<file path="config.mk">
export PLATFORM = sky130hd
export DESIGN_NAME = aes_round_sequencer
export DESIGN_NICKNAME = d
export VERILOG_FILES = /design/src/rtl/aes_round_sequencer.sv
export SDC_FILE = /design/constraint.sdc
export NUM_CORES = 1
export LEC_CHECK = 0
export ABC_CLOCK_PERIOD_IN_PS = 1700
export CAP_MARGIN = 20
export CORE_AREA = 5 5 202 204
export CTS_BUF_LIST = sky130_fd_sc_hd__clkbuf_4 sky130_fd_sc_hd__clkbuf_8
export DETAILED_ROUTE_END_ITERATION = 8
export DIE_AREA = 0 0 207 209
export SLEW_MARGIN = 5
export SYNTH_ARGS = -nofsm -noshare
export SYNTH_HDL_FRONTEND = slang
export SYNTH_SLANG_ARGS = --single-unit
</file>
<file path="constraint.sdc">
create_clock -name clk -period 1.7 [get_ports clk]
set_input_delay 0.425 -clock clk [delete_from_list [all_inputs] [get_ports clk]]
set_output_delay 0.425 -clock clk [all_outputs]
set_load 0.02 [all_outputs]
</file>
<file path="src/rtl/aes_round_sequencer.sv">
// Round sequencer for an iterative AES-128 datapath: accepts a plaintext block,
// walks Round_Number 0..10 one round per cycle through the external datapath, then holds the ciphertext.
module aes_round_sequencer #(
  parameter int BYTE     = 8,
  parameter int WORD     = 32,
  parameter int SENTENCE = 128
) (
  input  logic                clk,
  input  logic                rst,
  // Handshakes: a transfer happens on a rising edge where valid && ready are both 1.
  // A producer holds valid and data until that edge; ready never depends on valid.
  input  logic                in_valid,
  output logic                in_ready,
  input  logic [SENTENCE-1:0] in_data,
  output logic [3:0]          Round_Number,
  output logic [SENTENCE-1:0] state_out,
  input  logic [SENTENCE-1:0] round_result,
  output logic                out_valid,
  input  logic                out_ready,
  output logic [SENTENCE-1:0] out_data,
  output logic                busy,
  output logic [1:0]          fsm_state_o
);

  typedef enum logic [1:0] {
    IDLE = 2'd0,
    RUN  = 2'd1,
    DONE = 2'd2
  } fsm_e;

  localparam logic [3:0] LAST_ROUND = 4'd10;
  localparam logic [3:0] NO_ROUND   = 4'hF;

  // The datapath slices the block into words and bytes; reject geometries it cannot split evenly.
  if ((SENTENCE % WORD) != 0 || (WORD % BYTE) != 0) begin : g_bad_geometry
    $error("aes_round_sequencer: SENTENCE must be a multiple of WORD and WORD of BYTE");
  end

  fsm_e                state_q, state_d;
  logic [3:0]          cnt_q, cnt_d;
  logic [SENTENCE-1:0] sreg_q, sreg_d;
  logic [SENTENCE-1:0] odata_q, odata_d;

  always_ff @(posedge clk) begin
    if (rst) begin
      state_q <= IDLE;
      cnt_q   <= 4'd0;
      sreg_q  <= '0;
      odata_q <= '0;
    end else begin
      state_q <= state_d;
      cnt_q   <= cnt_d;
      sreg_q  <= sreg_d;
      odata_q <= odata_d;
    end
  end

  always_comb begin
    state_d = state_q;
    case (state_q)
      IDLE:    if (in_valid) state_d = RUN;
      RUN:     if (cnt_q == LAST_ROUND) state_d = DONE;
      DONE:    if (out_ready) state_d = IDLE;
      default: state_d = IDLE;
    endcase
  end

  // The last round's result goes straight to out_data; the state register keeps round 9's value.
  always_comb begin
    cnt_d   = cnt_q;
    sreg_d  = sreg_q;
    odata_d = odata_q;
    case (state_q)
      IDLE: begin
        if (in_valid) begin
          sreg_d = in_data;
          cnt_d  = 4'd0;
        end
      end
      RUN: begin
        if (cnt_q == LAST_ROUND) begin
          odata_d = round_result;
        end else begin
          sreg_d = round_result;
          cnt_d  = cnt_q + 4'd1;
        end
      end
      default: ;
    endcase
  end

  always_comb begin
    in_ready     = 1'b0;
    out_valid    = 1'b0;
    busy         = 1'b1;
    Round_Number = NO_ROUND;
    case (state_q)
      IDLE: begin
        in_ready = 1'b1;
        busy     = 1'b0;
      end
      RUN:     Round_Number = cnt_q;
      DONE:    out_valid = 1'b1;
      default: ;
    endcase
  end

  assign state_out   = sreg_q;
  assign out_data    = odata_q;
  assign fsm_state_o = state_q;

  a_cnt_in_range: assert property (@(posedge clk) disable iff (rst) cnt_q <= LAST_ROUND);
  a_state_legal:  assert property (@(posedge clk) disable iff (rst) state_q != 2'd3);

endmodule

</file>
==> results.md, run 1 <==
- R2R depth: 6
- Failing checks: setup timing
- Post-synthesis sequential area ratio: 48.7%
- Hold path start: rst
- CTS tree: done
- Maxcap violations: 0
- Initial antenna violation count: 1
- DRT antenna net count: 0
- Post-synth ARST share: 0%
- Pwr/cell area: slightly below 900 nW/um^2
- RSZ-0062 raised after global routing: true
- Core area: 39,100 sq um
- Port Buffers: roughly 520
- Total gr overflow: 0
- Final Critical Period: between 1.5 and 2 ns
- CP max stage cell: dfxtp_2
- Critical path class: flip-flop to output pin
- Worst Hold Depth: 2
- Final setup TNS: -1.52 ns
- Gr usage total: between 20% and 30%
- P_leak: between 7 and 8 nW
- # nets final: 2,141
- Clk_lat worst skew: just over 0.6 ns
- Ranking of synthesized cells by area: dfxtp_1, a21oi_1, a311oi_1, nand2_1, nand3_1
- Buf+Inv Stages, Crit Path: 2
- Hold Vio Cnt, Final: 0
- First-pass GRT wire length: about 80,000 um
- Relative slew slack: a little over two thirds
- First drt pass iteration count: 6
- Status: complete, but fails checks
- Fin crit share: 115%
- Via density: 5.34
- Final setup vio count: 8
- Cell mode on critical path: buf_6
- Min Hold Slack: approximately 0.3 ns
- Placed insts: 2,313
- CP max FO: 7
- Synthesized area per cell: approximately 8 sq um
- Final cell count without fillers: 2,441
- CP top delay family: simple AND/OR/NAND/NOR gates
- Slew Viols, Final: 0
- Die footprint: 43,300 sq um
- Yosys reg bits: around 260
- Synth Instances: approximately 1,400
- Critical Path Sink Type: output pin
- Routed via count: approximately 13,000
- Area leader, netlist: dfxtp_1
- Reg2Reg Launch Point: fsm_state_o[0]$_SDFFE_PP0P_
- Syn Nets: approximately 1,600
- Final worst slack: -0.258 ns
- CTS sink cnt: between 200 and 300
- Maximum vdd drop: 0.577 mV
- Die width: a little over 200 um
- Number of synthesized flops with an enable pin: 0
- H-tree levels: 2
- Area after DPL: 16,900 sq um
- M1 GR Usage: between 20% and 30%
- Worst path depth: 4
- TritonCTS buffer count: a little under 50
- Share of layout cells above drive strength 1: about 25%
- F_max: 0.511 GHz
- CP peak stage delay: 0.33 ns
- Fin area: roughly 18,000 sq um
- Worst Max-Slew Pin Slew: 0.446 ns
- P&R area growth vs syn: 69.3%
- Total wire length: around 55,000 um
- WL/cell: between 20 and 25 um
- Synth top area share: 48.7%
- Num ports: approximately 530
- Vias in the first global route: 12,900
- Critical path data arrival time: around 1.5 ns
- # fillers: about 4,000
- Worst-path cell chain: and2b_4 > buf_6 > nand2b_4 > buf_6
- Pre-CTS WS: -0.270 ns
- Synth unique cells: 32
- CP startpoint kind: flip-flop
- Area of the mapped netlist: between 10,000 and 15,000 sq um
- Grt peak-use layer: met2
- Initial DRC count: between 600 and 700
- Worst EP required: between 1 and 1.5 ns
- Synthesis Warnings: 0
- Largest net degree at the start of global routing: 86
- Met2 usage: a little over a third
- Root Buffer: clkbuf_8
- Placer congestion estimate: between 0.8 and 0.9
- Row Count: 73
- CTS clk-pin slew, worst paths: roughly 0.060 ns
- DRC: 0
- Ys flop type: dfxtp_1
- Die Height: 209 um
- Grt met3 use: 6.58%
- CTS Buffer Depth: 3
- DPL Wire Length: around 35,000 um
- CP startpoint: fsm_state_o[1]$_SDFFE_PP0P_
- Initial Util: between 20% and 30%
- Layout Skew: roughly 0.011 ns
- Worst min-delay path class: input pin to flip-flop
worst paths after layout:
| check | to | slack, ns |
|---|---|---|
| min | out_data[86]$_SDFFE_PP0P_ | 0.31 |
| min reg2reg | out_data[24]$_SDFFE_PP0P_ | 0.47 |
| max | Round_Number[3] | -0.26 |
| max reg2reg | state_out[96]$_SDFFE_PP0P_ | 0.03 |
metrics by stage:
step | utilization (%) | power (mW)
2_1_floorplan | - | 7.90
3_3_place_gp | 43.4 | 9.58
3_5_place_dp | 43.4 | 9.60
4_1_cts | 46.9 | 16.3
5_1_grt | 46.7 | 16.9
6_report | 46.7 | 16.3
flip-flops by register name, summed over array words and instances (netlist names):
name and flops:
cnt_q 4, state_out 128, out_data 128, fsm_state_o 2
layer usage:
metal | vias up | share of wire [%]
met2 | 676 | 48
met4 | 0 | 4.0
li1 | 5955 | -
met3 | 142 | 8.3
met1 | 6259 | 40
met5 | - | 0
cell usage after synthesis, types with 2 or more instances:
cell      instances
buf_6             2
buf_2            27
nand3_1         130
a21oi_1         260
a311oi_1        128
ha_1              2
nand2_1         259
inv_1             2
clkbuf_1        113
o21ai_0         129
o21ai_1           3
nand2b_1          4
buf_1            13
dfxtp_1         262
nand4b_1          2
area by class of cell:
cell class,count,area [sq um],share of cell area (%)
inverter,2,7.51,0.0411
timing repair buffer,631,6250,34.2
tap,525,657,3.60
clock inverter,14,158,0.864
antenna,2,5.00,0.0274
sequential,262,5250,28.8
multi-input combinational,933,5010,27.5
clock buffer,72,910,4.98
what timing repair did:
action | in CTS | in global routing
cloned | 4 | 13
gates resized for setup | 899 | 133
setup endpoints to repair | 389 | 249
pin swaps | 4 | 7
hold buffers | 0 | 0
setup buffers | 14 | 9
layout by cell type (no fill, tap or decap), types with 13 or more instances in the layout:
cell	Yosys	routed
a21oi_1	260	260
nand2_1	259	259
clkdlybuf4s50_1	0	258
dfxtp_1	262	257
buf_2	27	143
nand3_1	130	130
o21ai_0	129	129
a311oi_1	128	117
clkdlybuf4s15_2	0	113
clkbuf_8	0	60
buf_4	1	54
buf_12	0	30
clkbuf_4	0	13
kinds of logic (layout without fill, tap and decap cells):
kind of cell	Yosys count	after routing	synth area share (%)
compound gates	523	523	28.8
other cells	0	2	0
simple gates	408	408	16.3
fa+ha+maj	2	2	0.232
buf+inv	158	719	5.99
flops	262	262	48.7
power by group:
group	internal, mW	switching, mW	leakage, nW	total (mW)
Combinational	1.36	1.61	4.36	2.97
Sequential	6.43	0.158	2.15	6.59
Clock	3.89	2.84	0.562	6.73
(Power assumes the default switching activity.)
==> inputs of run 2 (changes only) <==
--- a/config.mk
+++ b/config.mk
@@ -7,11 +7,12 @@
 export LEC_CHECK = 0
 export ABC_CLOCK_PERIOD_IN_PS = 1700
 export CAP_MARGIN = 20
-export CORE_AREA = 5 5 202 204
+export CORE_ASPECT_RATIO = 0.9
+export CORE_MARGIN = 5
+export CORE_UTILIZATION = 30
 export CTS_BUF_LIST = sky130_fd_sc_hd__clkbuf_4 sky130_fd_sc_hd__clkbuf_8
 export DETAILED_ROUTE_END_ITERATION = 8
-export DIE_AREA = 0 0 207 209
-export SLEW_MARGIN = 5
+export SLEW_MARGIN = 20
 export SYNTH_ARGS = -nofsm -noshare
 export SYNTH_HDL_FRONTEND = slang
 export SYNTH_SLANG_ARGS = --single-unit
==> run 2 against run 1 <==
Against the previous run: the flow still finishes with violations (setup timing); via count up 2.4%; register-to-register slack worse by 0.13 ns; critical path depth up 1; flip-flop and latch count unchanged; worst hold slack better by 0.015 ns; fmax down 1.6%; cell area up 7.3%; largest cell class unchanged; highest routed layer unchanged.
==> results.md, run 2 (synthesis results as in run 1) <==
- Status: complete, but fails checks
- Failing checks: setup timing
- Pwr/cell area: around 830 nW/um^2
- CTS clk-pin slew, worst paths: about 0.070 ns
- Switch Pwr: ~4.7 mW
- CP startpoint kind: flip-flop
- Relative slew slack: between 70 and 80%
- Area after DPL: 16,900 sq um
- CTS tree: done
- Worst min-delay path class: input pin to flip-flop
- H-tree levels: 2
- Int Pwr: ~12 mW
- Gr usage total: between 20% and 30%
- Cell mode on critical path: buf_12
- TritonCTS buffer count: between 40 and 50
- DRC: 0
- Die footprint: ~40,000 sq um
- First drt pass iteration count: 5
- Sequential power share: between 40 and 50%
- DPL Wire Length: approximately 36,000 um
- Hold_buf cts: 0
- Fin crit share: 117%
- Critical path data arrival time: between 1.5 and 2 ns
- Buf+Inv Stages, Crit Path: 3
- Total gr overflow: 0
- Slew Viols, Final: 0
- Via density: between 5 and 6
- P&R area growth vs syn: 81.7%
- F_max: about 0.50 GHz
- Met2 usage: between 40% and 50%
- DRT antenna net count: 0
- CP top delay family: flip-flops
- Worst Max-Slew Pin Slew: 0.410 ns
- Placer congestion estimate: slightly below 0.9
- # nets final: about 2,200
- Fin area: 19,600 sq um
- Root Buffer: clkbuf_8
- Worst EP required: between 1 and 1.5 ns
- Maxcap violations: 0
- Die Height: approximately 190 um
- First-pass GRT wire length: about 82,000 um
- Initial DRC count: slightly above 1,000
- Most frequent cells in the layout: nand2_1, dfxtp_1, clkdlybuf4s50_1, a21oi_1, nand3_1
- Hold Vio Cnt, Final: 0
- Final setup TNS: -1.69 ns
- Final setup vio count: 24
- Routed via count: between 10,000 and 15,000
- Initial antenna violation count: 3
- Maximum vdd drop: 0.535 mV
- Grt met3 use: 5.62%
- Clock network fraction of design power: between 30 and 40%
- Grt peak-use layer: met2
- RSZ-0062 raised after global routing: true
- Largest net degree at the start of global routing: 71
- Reg2Reg Setup Slack: -0.10 ns
- CTS Buffer Depth: 3
- Vias in the first global route: between 10,000 and 15,000
- WL/cell: about 24 um
- Combinational share of power: between 20 and 25%
- Port Buffers: 524
- Net Sw Frac: between 20 and 30%
- CTS sink cnt: approximately 260
- Die width: 210 um
- Final worst slack: -0.289 ns
- M1 GR Usage: about 34%
- Worst-path cell chain: and2b_4 > buf_6 > buf_12 > nand2_4 > buf_12
- CP max stage cell: dfxtp_2
- Initial Util: a little under a third
- Clk_lat worst skew: 0.58 ns
- Total wire length: slightly below 60,000 um
- Row Count: 65
- Share of layout cells above drive strength 1: between 20% and 30%
- CP peak stage delay: between 0.3 and 0.4 ns
- Core area: about 35,000 sq um
- P_leak: around 7.4 nW
- Num ports: ~530
- Layout Skew: approximately 0.025 ns
- Critical path class: flip-flop to output pin
- CP max FO: 3
- Critical Path Sink Type: output pin
- Final Critical Period: 1.99 ns
[run 2: through the flow]
| stage | power, mW | util, % | setup WS [ns] | hold slack [ns] | instances |
|---|---|---|---|---|---|
| 3_3_place_gp | 9.65 | 47.8 | -0.167 | 0.460 | 2250 |
| 4_1_cts | 16.2 | 54.1 | -0.319 | 0.278 | 2376 |
| 3_5_place_dp | 9.67 | 47.8 | -0.228 | 0.465 | 2250 |
| 6_report | 16.3 | 55.5 | -0.289 | 0.323 | 2407 |
| 2_1_floorplan | 7.90 | - | 0.000401 | 0.484 | 1353 |
| 5_1_grt | 16.9 | 55.5 | -0.344 | 0.312 | 2407 |
[run 2: final cells by class]
| type | instances | area [sq um] |
|---|---|---|
| multi-input cells | 933 | 5380 |
| inverters | 2 | 10.0 |
| well taps | 469 | 587 |
| fillers | 3261 | 15700 |
| repair buffers | 663 | 7410 |
| diodes | 3 | 7.51 |
| clock buffers | 68 | 873 |
| flip-flops and latches | 262 | 5260 |
| clock inverters | 7 | 60.1 |
[run 2: timing repair]
item / 4_1_cts / 5_1_grt
pin swaps: 18 / 29
setup endpoints to repair: 392 / 293
cloned: 23 / 15
setup buffers: 29 / 15
gates resized for setup: 739 / 177
[run 2: worst reg2reg max path, delay by kind of cell, from the launching register on]
| kind | cells | cell delay (ns) |
|---|---|---|
| and+or+nand+nor | 2 | 0.32 |
| AOI/OAI and AO/OA | 1 | 0.25 |
| DFF | 1 | 0.33 |
| buffers and inverters | 6 | 0.79 |
[run 2: path summary, 6_finish.rpt]
path                                             startpoint                     endpoint  depth (start not counted)
worst max register to register  fsm_state_o[1]$_SDFFE_PP0P_   state_out[97]$_SDFFE_PP0P_                          9
worst min-delay path                                    rst  fsm_state_o[1]$_SDFFE_PP0P_                          2
worst max-delay path            fsm_state_o[1]$_SDFFE_PP0P_              Round_Number[0]                          5
worst min register to register    out_data[98]$_SDFFE_PP0P_    out_data[98]$_SDFFE_PP0P_                          2
[run 2: metal layers]
layer / vias to the layer above / share of wire (%)
li1: 6026 / -
met1: 6559 / 41
met2: 611 / 48
met3: 145 / 7.3
met4: 0 / 4.2
met5: - / 0
[run 2: power by group through the flow]
stage          combinational, mW  clock [mW]  sequential, mW
2_1_floorplan              0.868           0            7.04
3_3_place_gp                2.95           0            6.70
3_5_place_dp                2.97           0            6.70
4_1_cts                     3.34        6.27            6.58
5_1_grt                     3.79        6.54            6.61
6_report                    3.62        6.12            6.58
==> inputs of run 3 (changes only) <==
--- a/config.mk
+++ b/config.mk
@@ -12,6 +12,7 @@
 export CORE_UTILIZATION = 30
 export CTS_BUF_LIST = sky130_fd_sc_hd__clkbuf_4 sky130_fd_sc_hd__clkbuf_8
 export DETAILED_ROUTE_END_ITERATION = 8
+export SETUP_SLACK_MARGIN = 0.4
 export SLEW_MARGIN = 20
 export SYNTH_ARGS = -nofsm -noshare
 export SYNTH_HDL_FRONTEND = slang
==> run 3 against run 2 <==
Against the previous run: the run still ends with setup timing left; flip-flop and latch count did not move; combinational power rose by 21%; via count rose by 7.2%; worst hold slack improved by 0.045 ns; critical path depth fell by 1; sequential power rose by 2%; non-clock buffer count rose by 72; critical endpoint is now Round_Number[3].
==> results.md, run 3 (synthesis results as in run 1) <==
- Status: complete, but fails checks
- Failing checks: setup timing
- P&R area growth vs syn: 120%
- Vias in the first global route: 13,500
- Initial antenna violation count: 4
- Worst EP required: around 1.3 ns
- First drt pass iteration count: 5
- Total wire length: between 60,000 and 70,000 um
- CP startpoint: fsm_state_o[1]$_SDFFE_PP0P_
- Largest net degree at the start of global routing: 76
- Num ports: roughly 530
- CTS sink cnt: roughly 260
- Maximum vdd drop: roughly 0.72 mV
- Worst Max-Slew Pin Slew: 0.533 ns
- TritonCTS buffer count: between 40 and 50
- Final setup vio count: 71
- Root Buffer: clkbuf_8
- Gr usage total: a little over a quarter
- Worst-path cell chain: and2b_4 > buf_12 > nand2b_4 > buf_6
- F_max: between 0.5 and 0.6 GHz
- Initial Util: between 30% and 40%
- Int Pwr: 12.5 mW
- Multi-input logic area: 6990 sq um
- Area after DPL: around 17,000 sq um
- Pre-CTS WS: -0.220 ns
- Fin area: roughly 24,000 sq um
- CTS clk-pin slew, worst paths: roughly 0.070 ns
- H-tree levels: 2
- Switch Pwr: ~5.1 mW
- Reg area: around 5600 sq um
- Hold path start: rst
- Pwr/cell area: roughly 740 nW/um^2
- Critical Path Sink Type: output pin
- Most frequent cells in the layout: buf_6, nand2_1, clkdlybuf4s50_1, dfxtp_2, a21oi_2
- Most common cell after layout, fill and taps aside: buf_6
- Initial DRC count: ~1,200
- Fin crit share: 115%
- # fillers: 2,624
- Hold Vio Cnt, Final: 0
- Die footprint: 39,800 sq um
- Critical path data arrival time: about 1.5 ns
- Worst min-delay path class: input pin to flip-flop
- DPL Wire Length: 33,200 um
- CP max stage cell: dfxtp_4
- CTS Buffer Depth: 3
- # nets final: 2,244
- DRC: 0
- CTS tree: done
- Final cell count without fillers: 2,491
- Maxcap violations: 0
- Net Sw Frac: between 20% and 30%
- Share of layout cells above drive strength 1: between 50% and 60%
- Final worst slack: -0.251 ns
- Die Height: approximately 190 um
- Relative slew slack: ~64%
- WL/cell: around 27 um
- Combinational share of power: roughly 25%
- Routed via count: between 10,000 and 15,000
- Reg2Reg Launch Point: fsm_state_o[1]$_SDFFE_PP0P_
- Clock network fraction of design power: a little under two fifths
- P_leak: approximately 9 nW
- CP max FO: 4
- Core area: around 35,000 sq um
- Sequential power share: a little under two fifths
- Clk_lat worst skew: roughly 0.57 ns
- Port Buffers: around 520
- Final Critical Period: 1.95 ns
- Total gr overflow: 0
- Critical path class: flip-flop to output pin
- Via density: 5.74
- RSZ-0062 raised after global routing: true
- CP peak stage delay: approximately 0.35 ns
- Min Hold Slack: roughly 0.37 ns
- Die width: approximately 210 um
- CP startpoint kind: flip-flop
- Layout Skew: ~0.015 ns
- Placer congestion estimate: about 0.83
- First-pass GRT wire length: around 85,000 um
- Placed insts: 2,243
- Slew Viols, Final: 0
- DRT antenna net count: 0
- Row Count: 65
## run 3: changes by cell type in the layout (fill, tap and decap cells not counted), moves of 36 or more
cell | before | now
a21oi_1 | 239 | 69
a21oi_2 | 21 | 175
buf_6 | 16 | 288
clkbuf_2 | 69 | 0
clkdlybuf4s15_1 | 57 | 0
clkdlybuf4s15_2 | 120 | 0
dfxtp_1 | 258 | 2
dfxtp_2 | 2 | 257
nand3_1 | 130 | 41
nand3_2 | 0 | 36
nand3_4 | 0 | 53
o21ai_0 | 129 | 40
o21ai_1 | 3 | 74
## run 3: path summary, 6_finish.rpt
check | end | slack (ns) | cells past startpoint
worst max-delay path | Round_Number[3] | -0.25 | 4
worst min-delay path | out_data[57]$_SDFFE_PP0P_ | 0.37 | 2
worst max register to register | state_out[19]$_SDFFE_PP0P_ | -0.13 | 6
worst min register to register | out_data[54]$_SDFFE_PP0P_ | 0.46 | 2
## run 3: layout make-up
cell class,instances,area share (%)
repair buffers,735,40.1
multi-input cells,933,29.4
flip-flops and latches,262,23.5
clock buffers,81,4.17
well taps,469,2.47
clock inverters,5,0.211
inverters,2,0.0422
diodes,4,0.0422
## run 3: repair_timing
| item | in CTS | in global routing |
|---|---|---|
| hold buffers | 0 | 0 |
| pin swaps | 100 | 167 |
| buffers inserted | 59 | 20 |
| endpoints found under the hold margin | 0 | 0 |
| resized for setup | 2092 | 422 |
| cloned | 43 | 36 |
| setup endpoints to repair | 525 | 526 |
## run 3: routing by layer
layer / global-route usage (%) / up-vias / wire length [um]
li1: - / 6221 / -
met1: 32.7 / 7039 / 25400
met2: 45.7 / 824 / 32100
met3: 7.63 / 216 / 6180
met4: 12.5 / 0 / 3580
met5: 0 / - / 0
## run 3: stage by stage
| step | setup TNS, ns | power, mW | utilization (%) |
|---|---|---|---|
| floorplan | 0 | 7.97 | - |
| global placement | -26.29 | 9.57 | 47.6 |
| detailed placement | -25.67 | 9.58 | 47.6 |
| CTS | -2.44 | 17.2 | 59.3 |
| global route | -8.39 | 18.3 | 67.3 |
| finish | -3.27 | 17.7 | 67.3 |
## run 3: power groups by stage
| stage | sequential, mW | clock [mW] | combinational, mW |
|---|---|---|---|
| finish | 6.74 | 6.58 | 4.37 |
| global route | 6.77 | 6.96 | 4.52 |
| CTS | 6.71 | 6.62 | 3.85 |
| detailed placement | 6.71 | 0 | 2.87 |
| global placement | 6.70 | 0 | 2.86 |
| floorplan | 7.04 | 0 | 0.938 |
## run 3: critical path, delay by kind of cell (launching register included)
family        cells  cell delay [ns]
buf+inv           2             0.26
simple gates      2             0.35
flops             1             0.35
==> RTL change 1: new RTL, config.mk and constraints of run 2 <==
Change the parameter `SENTENCE` from 128 to 64.
--- a/src/rtl/aes_round_sequencer.sv
+++ b/src/rtl/aes_round_sequencer.sv
@@ -4,5 +4,5 @@
   parameter int BYTE     = 8,
   parameter int WORD     = 32,
-  parameter int SENTENCE = 128
+  parameter int SENTENCE = 64
 ) (
   input  logic                clk,
Interface: changed (resized in_data, out_data, round_result and state_out); port bits go from 525 to 269. The function was not compared with the original's and may differ.
==> RTL change 1 against run 2 <==
The flow still finishes with violations (negative setup slack); design area shrank 53%; total power down 55%; wire length fell by 60%; clock power is 60% lower; hold slack improved by 99 ps; worst setup slack better by 190 ps; fmax grew 11%; register-to-register slack gained 110 ps; sequential cell count shrank 128; area after synthesis shrank 47%; critical path depth did not move; first-iteration DRC count is 73% lower.
==> RTL change 1: results <==
[sta]
final-setup-viol-count = 5
tns_ps = -364.7
setup_ws_ps = -95.51
slew_headroom_pct = 71.40
whs_ps = 421.9
fin_worst_skew_ps = 14.13

[clocking]
clock_latency_ps = 440
ctsLongestPathBuffers = 2

[global_route]
grt_util_all_layers_pct = 19.96
first_global_vias = 5942
antenna_found_initial = 0

[synthesis]
netlist_instances = 700
synth_common_cells = "dfxtp_1, a21oi_1, nand2_1"
synthAdderAreaFrac_pct = 0.4355

[route]
routed_wl_microns = 23470
drt_iter0_drc = 280

[power]
power_uw = 7340
p_sw_share_pct = 28.76
seq_power_uw = 3350
p_per_area_nw_per_um2 = 790.6

[setup_path]
crit_end = "Round_Number[3]"

[status]
status = "complete, but fails checks"
violations = "negative setup slack"

[place]
port_buffers = 268
dp_cells = 1172

[worst_hold_path]
hold_end = "out_data[16]"

[final_layout]
multi_input_area_sq_um = 2713
buffers = 313
seq_share_pct = 28.92
==> RTL change 1: changes by cell type after synthesis, sizes merged <==
cell and delta:
a21oi -128, nand2 -128, nand3 -64, buf +3
clkbuf -80, a311oi -64, o21ai -64, dfxtp -128
==> RTL change 1: timing repair <==
| action | 4_1_cts | 5_1_grt |
|---|---|---|
| pin swaps | 0 | 2 |
| hold buffers | 0 | 0 |
| gates resized for setup | 164 | 13 |
| endpoints found under the setup margin | 146 | 46 |
| gates cloned | 2 | 4 |
| buffers inserted | 6 | 1 |
==> RTL change 1: per-layer routing <==
layer  part of all wire (%)  vias to the layer above  track usage, %
met5                      0                        -               0
met4                   0.75                        0           4.099
met3                    8.4                       12           6.374
met2                     48                      213           31.84
met1                     43                     3037           26.68
li1                       -                     3032               -
==> RTL change 1: critical path: cells and delay by family, from the launching register on <==
| kind | cells | cell delay [ps] |
|---|---|---|
| buf+inv | 3 | 400 |
| simple gates | 2 | 200 |
| flops | 1 | 340 |
==> RTL change 2: new RTL, config.mk and constraints of run 2 <==
Made on the original files. Take the reset off `odata_q` and load it in a clocked block of its own.
--- a/src/rtl/aes_round_sequencer.sv
+++ b/src/rtl/aes_round_sequencer.sv
@@ -47,11 +47,13 @@
       cnt_q   <= 4'd0;
       sreg_q  <= '0;
-      odata_q <= '0;
     end else begin
       state_q <= state_d;
       cnt_q   <= cnt_d;
       sreg_q  <= sreg_d;
-      odata_q <= odata_d;
     end
+  end
+
+  always_ff @(posedge clk) begin
+    odata_q <= odata_d;
   end
 
Formal check against the unedited RTL: same outputs for any inputs over 4 cycles, from zero or initial values and one cycle with rst high; that may be too few to reach the edited logic, so the function may still have changed.
==> RTL change 2 against run 2 <==
The flow still finishes with violations (negative setup slack); worst setup slack better by 140 ps; sequential power up 7.1%; wire length down 31%; sequential share of layout area up 9.3 points; area after synthesis down 0.12%; total power up 0.79%; sequential cell count unchanged; design area down 7.6%; critical endpoint is now Round_Number[1].
==> RTL change 2: results <==
[synthesis]
synth_compound_area_share_pct = 21.05
syn_area_per_cell_sq_um = 14.26
synth-edff-count = 128
synth_area_leaders = "edfxtp_1, dfxtp_1, a211oi_2, mux2i_1, a21oi_1"
ys_seq_area_share_pct = 60.62
ys_types = 35
synth.mux.area_fraction_pct = 11.90
synth_xor_area_share_pct = 0
synth_common_cells = "dfxtp_1, a21oi_1, edfxtp_1, mux2i_1, a211oi_2"

[route]
wl_met2_microns = 20230
wirelength_met1_microns = 16790
wl_per_cell_microns = 21.87
dr.pass1.iters = 4
drt_iter0_drc = 397
wl_met3_microns = 2561
via_count = 8743

[sta]
final-setup-viol-count = 6
fin_worst_skew_ps = 35.88
setup_ws_ps = -147.6
slew_headroom_pct = 73.26
tns_ps = -796.5
whs_ps = 281.3

[final_layout]
drive_above_1_share_pct = 41.00
fill_cells = 3156
antenna_cells = 0

[global_route]
first_global_vias = 9326
grt_use_met1_pct = 23.61
antenna_found_initial = 0
use_met2_pct = 33.10
use_met3_pct = 5.111
grt_max_degree = 70
grt_pass1_wl_microns = 59080

[clocking]
ctsResizeCount = 785
postCtsSetupBuffers = 2

[setup_path]
timing.rr.end = "state_out[45]"
crit_arrival_ps = 1420
cp_max_fo = 7
crit_end = "Round_Number[1]"
r2r_setup_slack_ps = 10
path_delay_family = "simple AND/OR/NAND/NOR gates"
worst_path_largest_cell_delay_ps = 360
r2r_cells = 5

[power]
power_uw = 16450
p_leak_uw = 0.006789
p_sw_share_pct = 25.98
powerClk_uw = 6350

[place]
gp_congestion = 0.7958
dp_cells = 1761
post-place-ws_ps = -189.3

[status]
status = "complete, but fails checks"
violations = "negative setup slack"

[worst_hold_path]
hold_end = "state_out[63]"
-- RTL change 2: cell count changes in the layout (fill, tap and decap cells not counted), moves of 109 or more --
cell | run 2 | this run
a211oi_2 | 0 | 120
a21oi_1 | 239 | 130
dfxtp_1 | 258 | 130
edfxtp_1 | 0 | 128
mux2i_1 | 0 | 111
nand2_1 | 258 | 1
nand3_1 | 130 | 2
o21ai_0 | 129 | 3
-- RTL change 2: layout make-up --
cell class | count | area, sq um | share of cell area (%)
inverter | 3 | 11.26 | 0.06221
timing repair buffer | 613 | 6101 | 33.70
clock inverter | 9 | 91.34 | 0.5046
multi-input combinational | 417 | 3851 | 21.27
sequential | 262 | 6536 | 36.11
tap | 469 | 586.8 | 3.242
clock buffer | 79 | 924.6 | 5.108
-- RTL change 2: logic make-up (layout without fill, tap and decap cells) --
family | count (synthesis) | after routing
AOI/OAI and AO/OA | 266 | 266
DFF | 262 | 262
muxes | 128 | 128
buffers and inverters | 76 | 704
and+or+nand+nor | 21 | 21
adders and majority gates | 2 | 2
